## config.mk

```make
export PLATFORM = sky130hd
export DESIGN_NAME = sync_fifo_flags
export DESIGN_NICKNAME = d
export VERILOG_FILES = /design/src/rtl/fifo_pkg.sv /design/src/rtl/fifo_mem.sv /design/src/rtl/sync_fifo_flags.sv
export SDC_FILE = /design/constraint.sdc
export NUM_CORES = 1
export LEC_CHECK = 0
export CORE_MARGIN = 2
export CORE_UTILIZATION = 65
export CTS_CLUSTER_DIAMETER = 50
export DETAILED_ROUTE_END_ITERATION = 7
export PLACE_DENSITY = 0.86
export RECOVER_POWER = 50
export SLEW_MARGIN = 10
export SYNTH_ARGS = -nofsm -noshare
export SYNTH_HDL_FRONTEND = slang
export SYNTH_SLANG_ARGS = --single-unit
```

## constraint.sdc

```tcl
create_clock -name clk -period 8.15 [get_ports clk]
set_input_delay 1.63 -clock clk [delete_from_list [all_inputs] [get_ports clk]]
set_output_delay 1.63 -clock clk [all_outputs]
set_load 0.05 [all_outputs]
```

## src/rtl/fifo_pkg.sv

```systemverilog
// Shared defaults and parameter-legality helpers for the sync_fifo_flags family.
package fifo_pkg;

    localparam int DEF_DATA_WIDTH = 15;
    localparam int DEF_DEPTH      = 16;

    // DEPTH must be a power of two >= 2 so the pointers can wrap naturally.
    // Thresholds must leave both almost flags reachable.
    function automatic bit thresh_legal(int depth, int af_thresh, int ae_thresh);
        bit depth_ok;
        depth_ok = (depth >= 2) && ((depth & (depth - 1)) == 0);
        return depth_ok
            && (af_thresh >= 1) && (af_thresh <= depth)
            && (ae_thresh >= 0) && (ae_thresh <= depth - 1);
    endfunction

endpackage

```

## src/rtl/fifo_mem.sv

```systemverilog
// DEPTH x DATA_WIDTH register array: one synchronous write port, one asynchronous read port.
// Contents are deliberately not reset; occupancy tracking lives in the parent.
module fifo_mem #(
    parameter int DATA_WIDTH = 15,
    parameter int DEPTH      = 16,
    parameter int ADDR_WIDTH = $clog2(DEPTH)
) (
    input  logic                  clk,
    input  logic                  wr_en,
    input  logic [ADDR_WIDTH-1:0] wr_addr,
    input  logic [DATA_WIDTH-1:0] wr_data,
    input  logic [ADDR_WIDTH-1:0] rd_addr,
    output logic [DATA_WIDTH-1:0] rd_data
);

    logic [DATA_WIDTH-1:0] mem [DEPTH];

    // Store the incoming word at the write address.
    always_ff @(posedge clk) begin
        if (wr_en) begin
            mem[wr_addr] <= wr_data;
        end
    end

    assign rd_data = mem[rd_addr];

endmodule

```

## src/rtl/sync_fifo_flags.sv

```systemverilog
// Single-clock FIFO with occupancy count, full/empty and programmable almost flags,
// sticky overflow/underflow, synchronous flush and selectable FWFT read mode.
module sync_fifo_flags
    import fifo_pkg::*;
#(
    parameter int DATA_WIDTH = DEF_DATA_WIDTH,
    parameter int DEPTH      = DEF_DEPTH,
    parameter int ADDR_WIDTH = $clog2(DEPTH),
    parameter int AF_THRESH  = DEPTH - 2,
    parameter int AE_THRESH  = 2,
    parameter int FWFT       = 0
) (
    input  logic                  clk,
    input  logic                  rst_n,
    input  logic                  clear,
    input  logic                  wr_en,
    input  logic [DATA_WIDTH-1:0] data_in,
    input  logic                  rd_en,
    output logic [DATA_WIDTH-1:0] data_out,
    output logic                  full,
    output logic                  almost_full,
    output logic                  empty,
    output logic                  almost_empty,
    output logic [ADDR_WIDTH:0]   count,
    output logic                  overflow,
    output logic                  underflow
);

    localparam int CW = ADDR_WIDTH + 1;
    localparam logic [ADDR_WIDTH:0] FULL_CNT = CW'(DEPTH);
    localparam logic [ADDR_WIDTH:0] AF_CNT   = CW'(AF_THRESH);
    localparam logic [ADDR_WIDTH:0] AE_CNT   = CW'(AE_THRESH);
    localparam logic [ADDR_WIDTH:0] ONE      = CW'(1);

    if (!thresh_legal(DEPTH, AF_THRESH, AE_THRESH)) begin : g_bad_params
        $fatal(1, "sync_fifo_flags: illegal DEPTH/AF_THRESH/AE_THRESH combination");
    end

    logic [ADDR_WIDTH:0]   wr_ptr;
    logic [ADDR_WIDTH:0]   rd_ptr;
    logic [ADDR_WIDTH:0]   count_q;
    logic                  overflow_q;
    logic                  underflow_q;
    logic                  wr_acc;
    logic                  rd_acc;
    logic [DATA_WIDTH-1:0] rd_data;

    assign count        = count_q;
    assign full         = (count_q == FULL_CNT);
    assign empty        = (count_q == '0);
    assign almost_full  = (count_q >= AF_CNT);
    assign almost_empty = (count_q <= AE_CNT);
    assign overflow     = overflow_q;
    assign underflow    = underflow_q;

    // A read never borrows from a same-cycle write; a write into a full FIFO
    // is only allowed when a read frees the slot in the same cycle.
    assign rd_acc = rd_en & ~empty;
    assign wr_acc = wr_en & (~full | rd_acc);

    fifo_mem #(
        .DATA_WIDTH (DATA_WIDTH),
        .DEPTH      (DEPTH),
        .ADDR_WIDTH (ADDR_WIDTH)
    ) u_mem (
        .clk     (clk),
        .wr_en   (wr_acc & ~clear),
        .wr_addr (wr_ptr[ADDR_WIDTH-1:0]),
        .wr_data (data_in),
        .rd_addr (rd_ptr[ADDR_WIDTH-1:0]),
        .rd_data (rd_data)
    );

    // Pointers and occupancy; clear wins over any access in the same cycle.
    always_ff @(posedge clk or negedge rst_n) begin
        if (!rst_n) begin
            wr_ptr  <= '0;
            rd_ptr  <= '0;
            count_q <= '0;
        end else if (clear) begin
            wr_ptr  <= '0;
            rd_ptr  <= '0;
            count_q <= '0;
        end else begin
            if (wr_acc) begin
                wr_ptr <= wr_ptr + ONE;
            end
            if (rd_acc) begin
                rd_ptr <= rd_ptr + ONE;
            end
            if (wr_acc && !rd_acc) begin
                count_q <= count_q + ONE;
            end else if (rd_acc && !wr_acc) begin
                count_q <= count_q - ONE;
            end
        end
    end

    // Sticky error flags, only released by clear or reset.
    always_ff @(posedge clk or negedge rst_n) begin
        if (!rst_n) begin
            overflow_q  <= 1'b0;
            underflow_q <= 1'b0;
        end else if (clear) begin
            overflow_q  <= 1'b0;
            underflow_q <= 1'b0;
        end else begin
            if (wr_en && !wr_acc) begin
                overflow_q <= 1'b1;
            end
            if (rd_en && empty) begin
                underflow_q <= 1'b1;
            end
        end
    end

    if (FWFT == 0) begin : g_std_read
        logic [DATA_WIDTH-1:0] dout_q;

        // Registered read: capture the head word when a read is accepted.
        always_ff @(posedge clk or negedge rst_n) begin
            if (!rst_n) begin
                dout_q <= '0;
            end else if (clear) begin
                dout_q <= '0;
            end else if (rd_acc) begin
                dout_q <= rd_data;
            end
        end

        assign data_out = dout_q;
    end else begin : g_fwft_read
        // Head word is presented directly; forced to zero while empty so stale
        // memory contents never leak out.
        assign data_out = empty ? '0 : rd_data;
    end

endmodule

```

==> run_results.csv, run 1 <==
group,metric,value,unit
clocking,cts_buffer_depth,3,
synth,netlist_top_cells_area,"edfxtp_1 (67%), mux4_2 (12%), dfrtp_1 (6.9%), mux2i_1 (3.1%), o221ai_2 (1.5%)",
sta,skew,0.01428,ns
clocking,clk-insertion-delay-late,0.53,ns
synth,ys_dominant_reg_cell,"edfxtp_1",
synth,synth_top_family_by_area,"multiplexers",
worst_setup_path,crit_required,8.49,ns
synth,ys_top_cells_by_count,"edfxtp_1 (240), mux4_2 (60), mux2i_1 (34)",
cells_and_area,area_delta_synth_final,14.61,%
clocking,postCtsSetupBuffers,0,
synth,ys_warn_count,0,
synth,yosys_register_bits,270,
global_route,grt_pass1_vias,5774,
clocking,clock_sinks,270,
synth,synthSimpleGateAreaFrac,3.655,%
sta,setup_tns,0,ns
global_route,antenna_found_initial,1,
routing,via_per_inst,6.714,
floorplanning,num_rows,47,
synth,synth-compound-area-share,3.516,%
cells_and_area,fin_nets,625,
sta,min_period,4.744,ns
synth,synth_fa_ha_area_share,1.226,%
synth,synth_edf_count,240,
worst_setup_path,cp_cell_sequence,"dlygate4sd3_1 -> clkbuf_1 -> or3_1 -> o221ai_1",
floorplanning,dieArea,17690,sq um
routing,firstDrtPassIters,7,
worst_setup_path,crit_path_end_kind,"register",
synth,synth_xor_area_share,0.4049,%
floorplanning,io_pins,46,
worst_setup_path,r2r_slack,4.43,ns
clocking,cts_tree,"done",
worst_hold_path,holdCritStartpoint,"overflow$_DFFE_PN0P_",
synth,yosysSeqAreaShare,73.57,%
worst_setup_path,crit_path_max_incr_delay,1.51,ns
sta,finalHoldViolCount,0,
synth,postSynthAreaPerCell,20.26,sq um
sta,slew_viol_final,74,
clocking,cts_root_buf,"clkbuf_16",
power_and_ir_drop,vdd_drop_max,0.2189,mV
routing,num_vias,5613,
cells_and_area,final_cells,836,
flow_run,max_cap_violations,2,
place,dp.cells,787,
synth,synth_top_cell_area_share,66.63,%
sta,fin_crit_sh,58.21,%
synth,muxShareOfSynthArea,15.95,%
global_route,grt_use_total,28.20,%
routing,totalWireLength,23710,um
sta,slew_headroom,-41.10,%
clocking,htree_levels,1,
power_and_ir_drop,powerDensity,275.0,nW/um^2
synth,syn_area,10820,sq um
place,dpl.hpwl,13130,um
worst_setup_path,critical_path.endpoint,"data_out[2]$_DFFE_PN0P_",
global_route,grt_pass1_wl,35910,um
routing,drt-initial-drc-count,651,
worst_setup_path,cp_max_fo,42,
global_route,grt_max_degree,56,
run_status,violations,"max-capacitance violations, max-slew violations",
power_and_ir_drop,leakage,3.986,nW
global_route,grt_overflow_total,0,
worst_setup_path,worstReg2RegStart,"count[1]$_DFFE_PN0P_",
synth,async_reset_ff_share,11.11,%
clocking,postCtsHoldBufs,0,
clocking,ctsResizeCount,0,
cells_and_area,drive_above_1_share,22.93,%
sta,hold_ws,0.5037,ns
worst_setup_path,startpoint,"clear",
worst_setup_path,worstSetupPathType,"input port to register",
synth,synth_most_common_cell,"edfxtp_1",
synth,synth_cells,534,
sta,rsz0062_at_grt,"false",
cells_and_area,final_core_util,75.56,%
power_and_ir_drop,power,3.410,mW
floorplanning,die_h,133,um
worst_setup_path,crit_slowest_cell,"clkbuf_1",
synth,synth_fp_nets,564,
clocking,clkTransAtPathRegs,0.06,ns
worst_hold_path,hold_class,"register to register",
place,gp_congestion,0.9220,
clocking,numCtsBuffers,26,
floorplanning,fp.dieW,133,um
worst_setup_path,r2r_cells,8,
place,io_buffers,45,
sta,finalSetupViolations,0,
synth,synth_largest_area_cell,"edfxtp_1",
routing,wire_per_inst,28.36,um
run_status,status,"finished, violations left",
worst_setup_path,reg2reg_to,"count[4]$_DFFE_PN0P_",
routing,drc,0,
sta,tightest_slew,2.116,ns
floorplanning,core,16410,sq um
synth,ys_types,41,
worst_setup_path,cp-start-kind,"input port",
sta,fmax,210.8,MHz
worst_setup_path,cp_data_arrival_time,5.08,ns
routing,antenna_left,0,
floorplanning,start_util,65.93,%
## layer usage
metal	track usage [%]	vias up	share of wire, %	wire length [um]
met3	5.939	66	9.5	2261
met5	0	-	0	0
met2	44.50	344	49	11700
met4	12.25	0	4.1	962
met1	39.14	2887	37	8779
li1	-	2316	-	-
## placed cells by master, fill, tap and decap left out, types with 3 or more instances in the layout
cell type | Yosys | final
nor2_1 | 25 | 25
o221ai_1 | 4 | 4
mux2_1 | 3 | 3
nor3_2 | 0 | 4
edfxtp_1 | 240 | 240
o221ai_2 | 11 | 11
o21ai_0 | 4 | 4
mux2i_1 | 34 | 34
nand2_1 | 4 | 4
a2111oi_0 | 3 | 3
nand3b_1 | 19 | 19
inv_1 | 7 | 7
xnor2_1 | 3 | 3
nand3_1 | 8 | 8
clkbuf_16 | 0 | 27
dlygate4sd3_1 | 0 | 20
ha_1 | 9 | 9
clkdlybuf4s50_1 | 0 | 25
mux4_2 | 60 | 60
dfrtp_1 | 30 | 27
clkinv_2 | 0 | 8
a21oi_1 | 9 | 9
clkbuf_1 | 17 | 8
or3_1 | 3 | 3
buf_4 | 2 | 18
## worst min path at each step
stage	to	slack, ns	cells after the start
global placement	underflow$_DFFE_PN0P_	0.50	2
global route	overflow$_DFFE_PN0P_	0.52	2
CTS	overflow$_DFFE_PN0P_	0.51	2
detailed placement	overflow$_DFFE_PN0P_	0.50	2
finish	overflow$_DFFE_PN0P_	0.50	2
floorplan	rd_ptr[0]$_DFFE_PN0P_	0.56	2
## cells by family after synthesis
| kind of cell | count (synthesis) |
|---|---|
| compound gates | 41 |
| simple gates | 72 |
| buf+inv | 39 |
| fa+ha+maj | 10 |
| mux | 97 |
| xor+xnor | 5 |
| flops | 270 |
## final cells by class
| cell class | count | area, sq um |
|---|---|---|
| antenna | 1 | 2.502 |
| sequential | 270 | 7964 |
| clock buffer | 35 | 725.7 |
| inverter | 7 | 26.28 |
| fill | 837 | 4010 |
| timing repair buffer | 65 | 593.1 |
| clock inverter | 13 | 116.4 |
| multi-input combinational | 225 | 2694 |
| tap | 220 | 275.3 |
## worst max-delay path, delay by kind of cell
kind                   cells  cell delay (ns)
buffers and inverters      2             2.03
and+or+nand+nor            1             1.11
AOI/OAI and AO/OA          1             0.28
## sequential cells by signal, summed over array words and instances, names as in the netlist
register / cells
u_mem.mem: 240
data_out: 15
count: 5
rd_ptr: 4
wr_ptr: 4
overflow: 1
underflow: 1
## metrics by stage
stage                     worst slack [ns]  cell area (sq um)
after floorplan                      3.281              10820
after global placement               3.294              11560
after detailed placement             3.200              11560
after CTS                            3.709              12410
after global routing                 3.302              12400
final                                3.406              12400
## power by group
group	switching (mW)	leakage [nW]	internal, mW
combinational	0.378	1.01	0.215
clock	0.486	0.421	0.688
sequential	0.0818	2.56	1.56
Power figures use the tool's default switching activity.
==> run 2: changes to the inputs <==
Settings changed: CORE_UTILIZATION 65 to 60, PLACE_DENSITY 0.86 to 0.8.
Clock period 8.15 ns to 4.4 ns, I/O delays scaled along.
==> run 2 against run 1 <==
The flow now finishes without violations. Design area increased by 1.4%. First-iteration DRC count increased by 0.31%. Critical path type unchanged. Highest routed layer unchanged. Core utilization decreased by 5.1 points. Flip-flop and latch count unchanged. Clock skew increased by 0.0078 ns. Critical endpoint is now count[4]$_DFFE_PN0P_. Count of clock-buffer cells in the layout decreased by 4. Largest cell class unchanged.
==> run_results.csv, run 2 (synthesis results as in run 1) <==
group,metric,value,unit
run_status,status,"complete, no violations",
cells_and_area,final_common_cell,"edfxtp_1",
clocking,numCtsBuffers,27,
routing,drc,0,
global_route,grt_pass1_vias,5764,
worst_setup_path,worstSetupPathType,"input port to register",
worst_setup_path,crit_slowest_cell,"dlygate4sd3_1",
global_route,grt_pass1_wl,36110,um
worst_setup_path,crit_required,4.84,ns
cells_and_area,multi_input_area,2704,sq um
sta,skew,0.02212,ns
sta,fin_crit_sh,81.77,%
cells_and_area,final_cell_mix,"edfxtp_1 (240), mux4_2 (60), mux2i_1 (34), clkdlybuf4s50_1 (28)",
clocking,clock_sinks,270,
cells_and_area,drive_above_1_share,24.56,%
sta,finalSetupViolations,0,
worst_setup_path,cp_max_fo,11,
worst_setup_path,cp_data_arrival_time,4.04,ns
global_route,grt_overflow_total,0,
sta,slew_headroom,24.08,%
sta,fin_ws,0.8019,ns
routing,totalWireLength,23610,um
power_and_ir_drop,vdd_drop_max,0.4266,mV
clocking,htree_levels,1,
place,gp_congestion,0.8957,
worst_hold_path,hold_class,"register to register",
sta,min_period,3.598,ns
global_route,antenna_found_initial,0,
cells_and_area,fin_nets,636,
clocking,postCtsHoldBufs,0,
routing,antenna_left,0,
floorplanning,dieArea,19120,sq um
global_route,grt_max_degree,46,
floorplanning,core,17840,sq um
sta,slew_viol_final,0,
clocking,cts_buffer_depth,3,
cells_and_area,area_delta_synth_final,16.21,%
sta,finalHoldViolCount,0,
clocking,clk-insertion-delay-late,0.54,ns
clocking,cts_root_buf,"clkbuf_16",
worst_setup_path,crit_path_end_kind,"register",
sta,fmax,277.9,MHz
floorplanning,die_h,138.3,um
routing,via_per_inst,6.465,
routing,firstDrtPassIters,7,
routing,num_vias,5534,
worst_setup_path,r2r_slack,0.83,ns
place,dpl.hpwl,13490,um
floorplanning,fp.dieW,138.3,um
routing,drt-initial-drc-count,653,
power_and_ir_drop,leakage,4.048,nW
sta,setup_tns,0,ns
clocking,cts_tree,"done",
worst_setup_path,crit_path_max_incr_delay,0.75,ns
worst_setup_path,cp_cell_sequence,"dlygate4sd3_1 -> inv_1 -> a31oi_1 -> clkbuf_1 -> nand2_1 -> fa_1 -> a21o_1 -> a2111oi_0 -> o21ai_0 -> a21oi_1",
clocking,ctsResizeCount,0,
clocking,postCtsSetupBuffers,0,
worst_setup_path,cp-start-kind,"input port",
routing,wire_per_inst,27.58,um
power_and_ir_drop,power,6.505,mW
power_and_ir_drop,powerDensity,517.5,nW/um^2
floorplanning,num_rows,49,
cells_and_area,diodes,0,
cells_and_area,regMostFlops,"u_mem.mem",
place,io_buffers,45,
sta,tightest_slew,1.139,ns
cells_and_area,num-fill-cells,1056,
global_route,grt_use_total,25.41,%
sta,rsz0062_at_grt,"false",
cells_and_area,largest_register_ffs,240,
floorplanning,io_pins,46,
clocking,clkTransAtPathRegs,0.06,ns
place,place_ws,0.6810,ns
floorplanning,start_util,60.63,%
cells_and_area,ff_latch_area,7964,sq um
flow_run,max_cap_violations,0,
[run 2: cell count changes in the layout (fill, tap and decap cells not counted), sizes merged]
| cell | change |
|---|---|
| dlygate4sd3 | -3 |
| clkdlybuf4s50 | +3 |
| buf | +8 |
| clkbuf | -2 |
| bufinv | +3 |
| inv | +2 |
| clkinvlp | +1 |
| diode | -1 |
[run 2: where the power goes]
group          internal, mW  switching [mW]
combinational         0.407           0.683
clock                  1.42           0.939
sequential             2.89           0.163
total                  4.72            1.78
[run 2: per-stage QoR]
stage | hold WS [ns] | util [%] | cell area [sq um] | cells
3_5_place_dp | 0.4998 | 65.45 | 11680 | 806
2_1_floorplan | 0.5561 | - | 10820 | 534
3_3_place_gp | 0.5056 | 65.45 | 11680 | 806
6_report | 0.5062 | 70.45 | 12570 | 856
5_1_grt | 0.5431 | 70.45 | 12570 | 856
4_1_cts | 0.5131 | 70.59 | 12590 | 856
[run 2: final cells by class]
cell class                      instances  share of cell area [%]
Clock inverter                         19                   1.792
Inverter                                7                  0.2090
Sequential cell                       270                   63.36
Timing Repair Buffer                   75                   5.355
Multi-Input combinational cell        225                   21.51
Tap cell                              229                   2.280
Clock buffer                           31                   5.495
[run 2: final timing paths]
kind / start / end / cells after the start
hold / removal: underflow$_DFFE_PN0P_ / underflow$_DFFE_PN0P_ / 2
hold reg to reg: underflow$_DFFE_PN0P_ / underflow$_DFFE_PN0P_ / 2
setup / recovery: rd_en / count[4]$_DFFE_PN0P_ / 10
min in group asynchronous: rst_n / wr_ptr[1]$_DFFE_PN0P_ / 1
max in group asynchronous: rst_n / data_out[0]$_DFFE_PN0P_ / 3
setup reg to reg: count[1]$_DFFE_PN0P_ / count[4]$_DFFE_PN0P_ / 8
[run 2: routing by layer]
metal / vias to the layer above / track usage [%] / share of wire [%]
met1: 2890 / 34.28 / 38
li1: 2342 / - / -
met5: - / 0 / 0
met4: 0 / 7.841 / 2.6
met2: 250 / 43.04 / 52
met3: 52 / 4.745 / 7.1
[run 2: worst max-delay path: cells and delay by family]
family                     cells  cell delay (ns)
and+or+nand+nor                1             0.27
adders and majority gates      1             0.50
buffers and inverters          3             1.33
AOI/OAI and AO/OA              5             1.06
==> run 3: changes to the inputs <==
Clock period 4.4 ns to 3.7 ns, I/O delays scaled along.
==> run 3 against run 2 <==
The run now ends with max-capacitance violations, max-slew violations left. First-iteration DRC count down 17%. Routed wire length about the same. Sequential power up 18%. Largest cell class unchanged. Highest routed layer unchanged.
==> run_results.csv, run 3 (synthesis results as in run 1) <==
group,metric,value,unit
clocking,cts_buffer_depth,3,
cells_and_area,num-fill-cells,1020,
clocking,postCtsSetupBuffers,0,
cells_and_area,final_cell_mix,"edfxtp_1 (240), mux4_2 (60), mux2i_1 (34), buf_4 (31), clkdlybuf4s50_1 (28)",
global_route,grt_overflow_total,0,
floorplanning,fp.dieW,138.3,um
worst_hold_path,hold_class,"register to register",
sta,rsz0062_at_grt,"false",
place,io_buffers,45,
routing,firstDrtPassIters,7,
place,dpl.hpwl,14080,um
floorplanning,core,17840,sq um
worst_setup_path,crit_path_end_kind,"output port",
routing,totalWireLength,23600,um
global_route,grt_pass1_vias,5963,
cells_and_area,fin_area,12690,sq um
routing,drc,0,
cells_and_area,largest_register_ffs,240,
place,place_area,11750,sq um
sta,setup_tns,0,ns
power_and_ir_drop,leakage,4.130,nW
cells_and_area,regMostFlops,"u_mem.mem",
worst_setup_path,cp-start-kind,"register",
power_and_ir_drop,vdd_drop_max,0.5454,mV
flow_run,max_cap_violations,1,
cells_and_area,final_common_cell,"edfxtp_1",
global_route,grt_use_total,25.13,%
run_status,status,"finished, violations left",
clocking,ctsResizeCount,0,
place,gp_congestion,0.9184,
worst_setup_path,cp_data_arrival_time,2.73,ns
sta,fmax,288.4,MHz
cells_and_area,final_cells,862,
floorplanning,dieArea,19120,sq um
clocking,cts_root_buf,"clkbuf_16",
sta,min_period,3.467,ns
run_status,violations,"max-capacitance violations, max-slew violations",
cells_and_area,final_core_util,71.13,%
power_and_ir_drop,swShare,26.45,%
floorplanning,start_util,60.63,%
sta,fin_crit_sh,93.71,%
clocking,clock_sinks,270,
floorplanning,die_h,138.3,um
sta,finalHoldViolCount,0,
clocking,cts_tree,"done",
sta,slew_viol_final,31,
sta,finalSetupViolations,0,
routing,antenna_left,0,
worst_setup_path,worstSetupPathType,"register to output port",
routing,num_vias,5584,
floorplanning,num_rows,49,
cells_and_area,diodes,0,
sta,slew_headroom,-27.40,%
global_route,grt_pass1_wl,35890,um
power_and_ir_drop,p_sw,2.089,mW
clocking,postCtsHoldBufs,0,
sta,tightest_slew,1.911,ns
global_route,antenna_found_initial,0,
worst_setup_path,crit_required,2.96,ns
sta,skew,0.008841,ns
power_and_ir_drop,seqPwrFrac,45.7,%
routing,drt-initial-drc-count,543,
cells_and_area,drive_above_1_share,24.80,%
routing,wire_per_inst,27.37,um
cells_and_area,fin_nets,644,
place,dp.cells,814,
power_and_ir_drop,power.share.clock,37.7,%
power_and_ir_drop,power_frac_comb,16.6,%
routing,via_per_inst,6.478,
floorplanning,io_pins,46,
clocking,clkTransAtPathRegs,0.06,ns
clocking,clk-insertion-delay-late,0.52,ns
worst_setup_path,cp_max_fo,8,
power_and_ir_drop,p_int,5.808,mW
clocking,numCtsBuffers,27,
global_route,grt_max_degree,32,
cells_and_area,area_delta_synth_final,17.33,%
clocking,htree_levels,1,
power_and_ir_drop,powerDensity,622.2,nW/um^2
==> run 3: cell count changes in the layout (fill, tap and decap cells not counted), moves of 2 or more <==
cell       before  now
clkinv_1        6    4
buf_4          25   31
bufinv_16       5    8
buf_12          1    3
clkbuf_1        8    6
nor2_1         19   25
nor2_2          6    0
==> run 3: worst paths after layout <==
check,from,end,slack (ns),cells past startpoint
max,count[1]$_DFFE_PN0P_,full,0.23,3
min,underflow$_DFFE_PN0P_,underflow$_DFFE_PN0P_,0.53,2
max reg2reg,count[1]$_DFFE_PN0P_,count[4]$_DFFE_PN0P_,0.59,8
min reg2reg,underflow$_DFFE_PN0P_,underflow$_DFFE_PN0P_,0.53,2
max in group asynchronous,rst_n,rd_ptr[2]$_DFFE_PN0P_,1.06,2
min in group asynchronous,rst_n,data_out[9]$_DFFE_PN0P_,1.29,2
==> run 3: power by group through the flow <==
stage	sequential [mW]	combinational, mW	clock, mW
2_1_floorplan	3.85	0.676	0
3_3_place_gp	3.66	1.28	0
3_5_place_dp	3.67	1.32	0
4_1_cts	3.61	1.33	3.01
5_1_grt	3.62	1.39	3.11
6_report	3.61	1.31	2.98
==> run 3: critical path, cell delays in order, from the launching register on <==
cell and delay [ns]:
dfrtp_1 0.49, or4_1 0.69, nor2_1 0.20, clkdlybuf4s50_1 0.83
==> run 3: metal layers <==
metal	vias to the layer above	global-route usage, %	part of all wire (%)
met3	65	3.983	7.5
met4	0	9.721	3.4
met5	-	0	0
li1	2360	-	-
met1	2871	33.51	37
met2	288	42.55	52
==> run 3: cell type report <==
type / instances / area [sq um] / area share [%]
multi-input cells: 225 / 2679 / 21.11
well taps: 229 / 286.5 / 2.258
inverters: 7 / 26.28 / 0.2070
flip-flops and latches: 270 / 7964 / 62.75
clock inverters: 19 / 294.0 / 2.317
clock buffers: 29 / 683.2 / 5.383
repair buffers: 83 / 758.2 / 5.975
==> run 3: metrics by stage <==
step	hold WS, ns	setup WS, ns	total power, mW
after floorplan	0.4444	0.3961	4.524
after global placement	0.5008	0.3818	4.939
after detailed placement	0.5130	0.3466	4.987
after CTS	0.5267	0.2244	7.946
after global routing	0.5471	0.1944	8.121
final	0.5258	0.2328	7.897
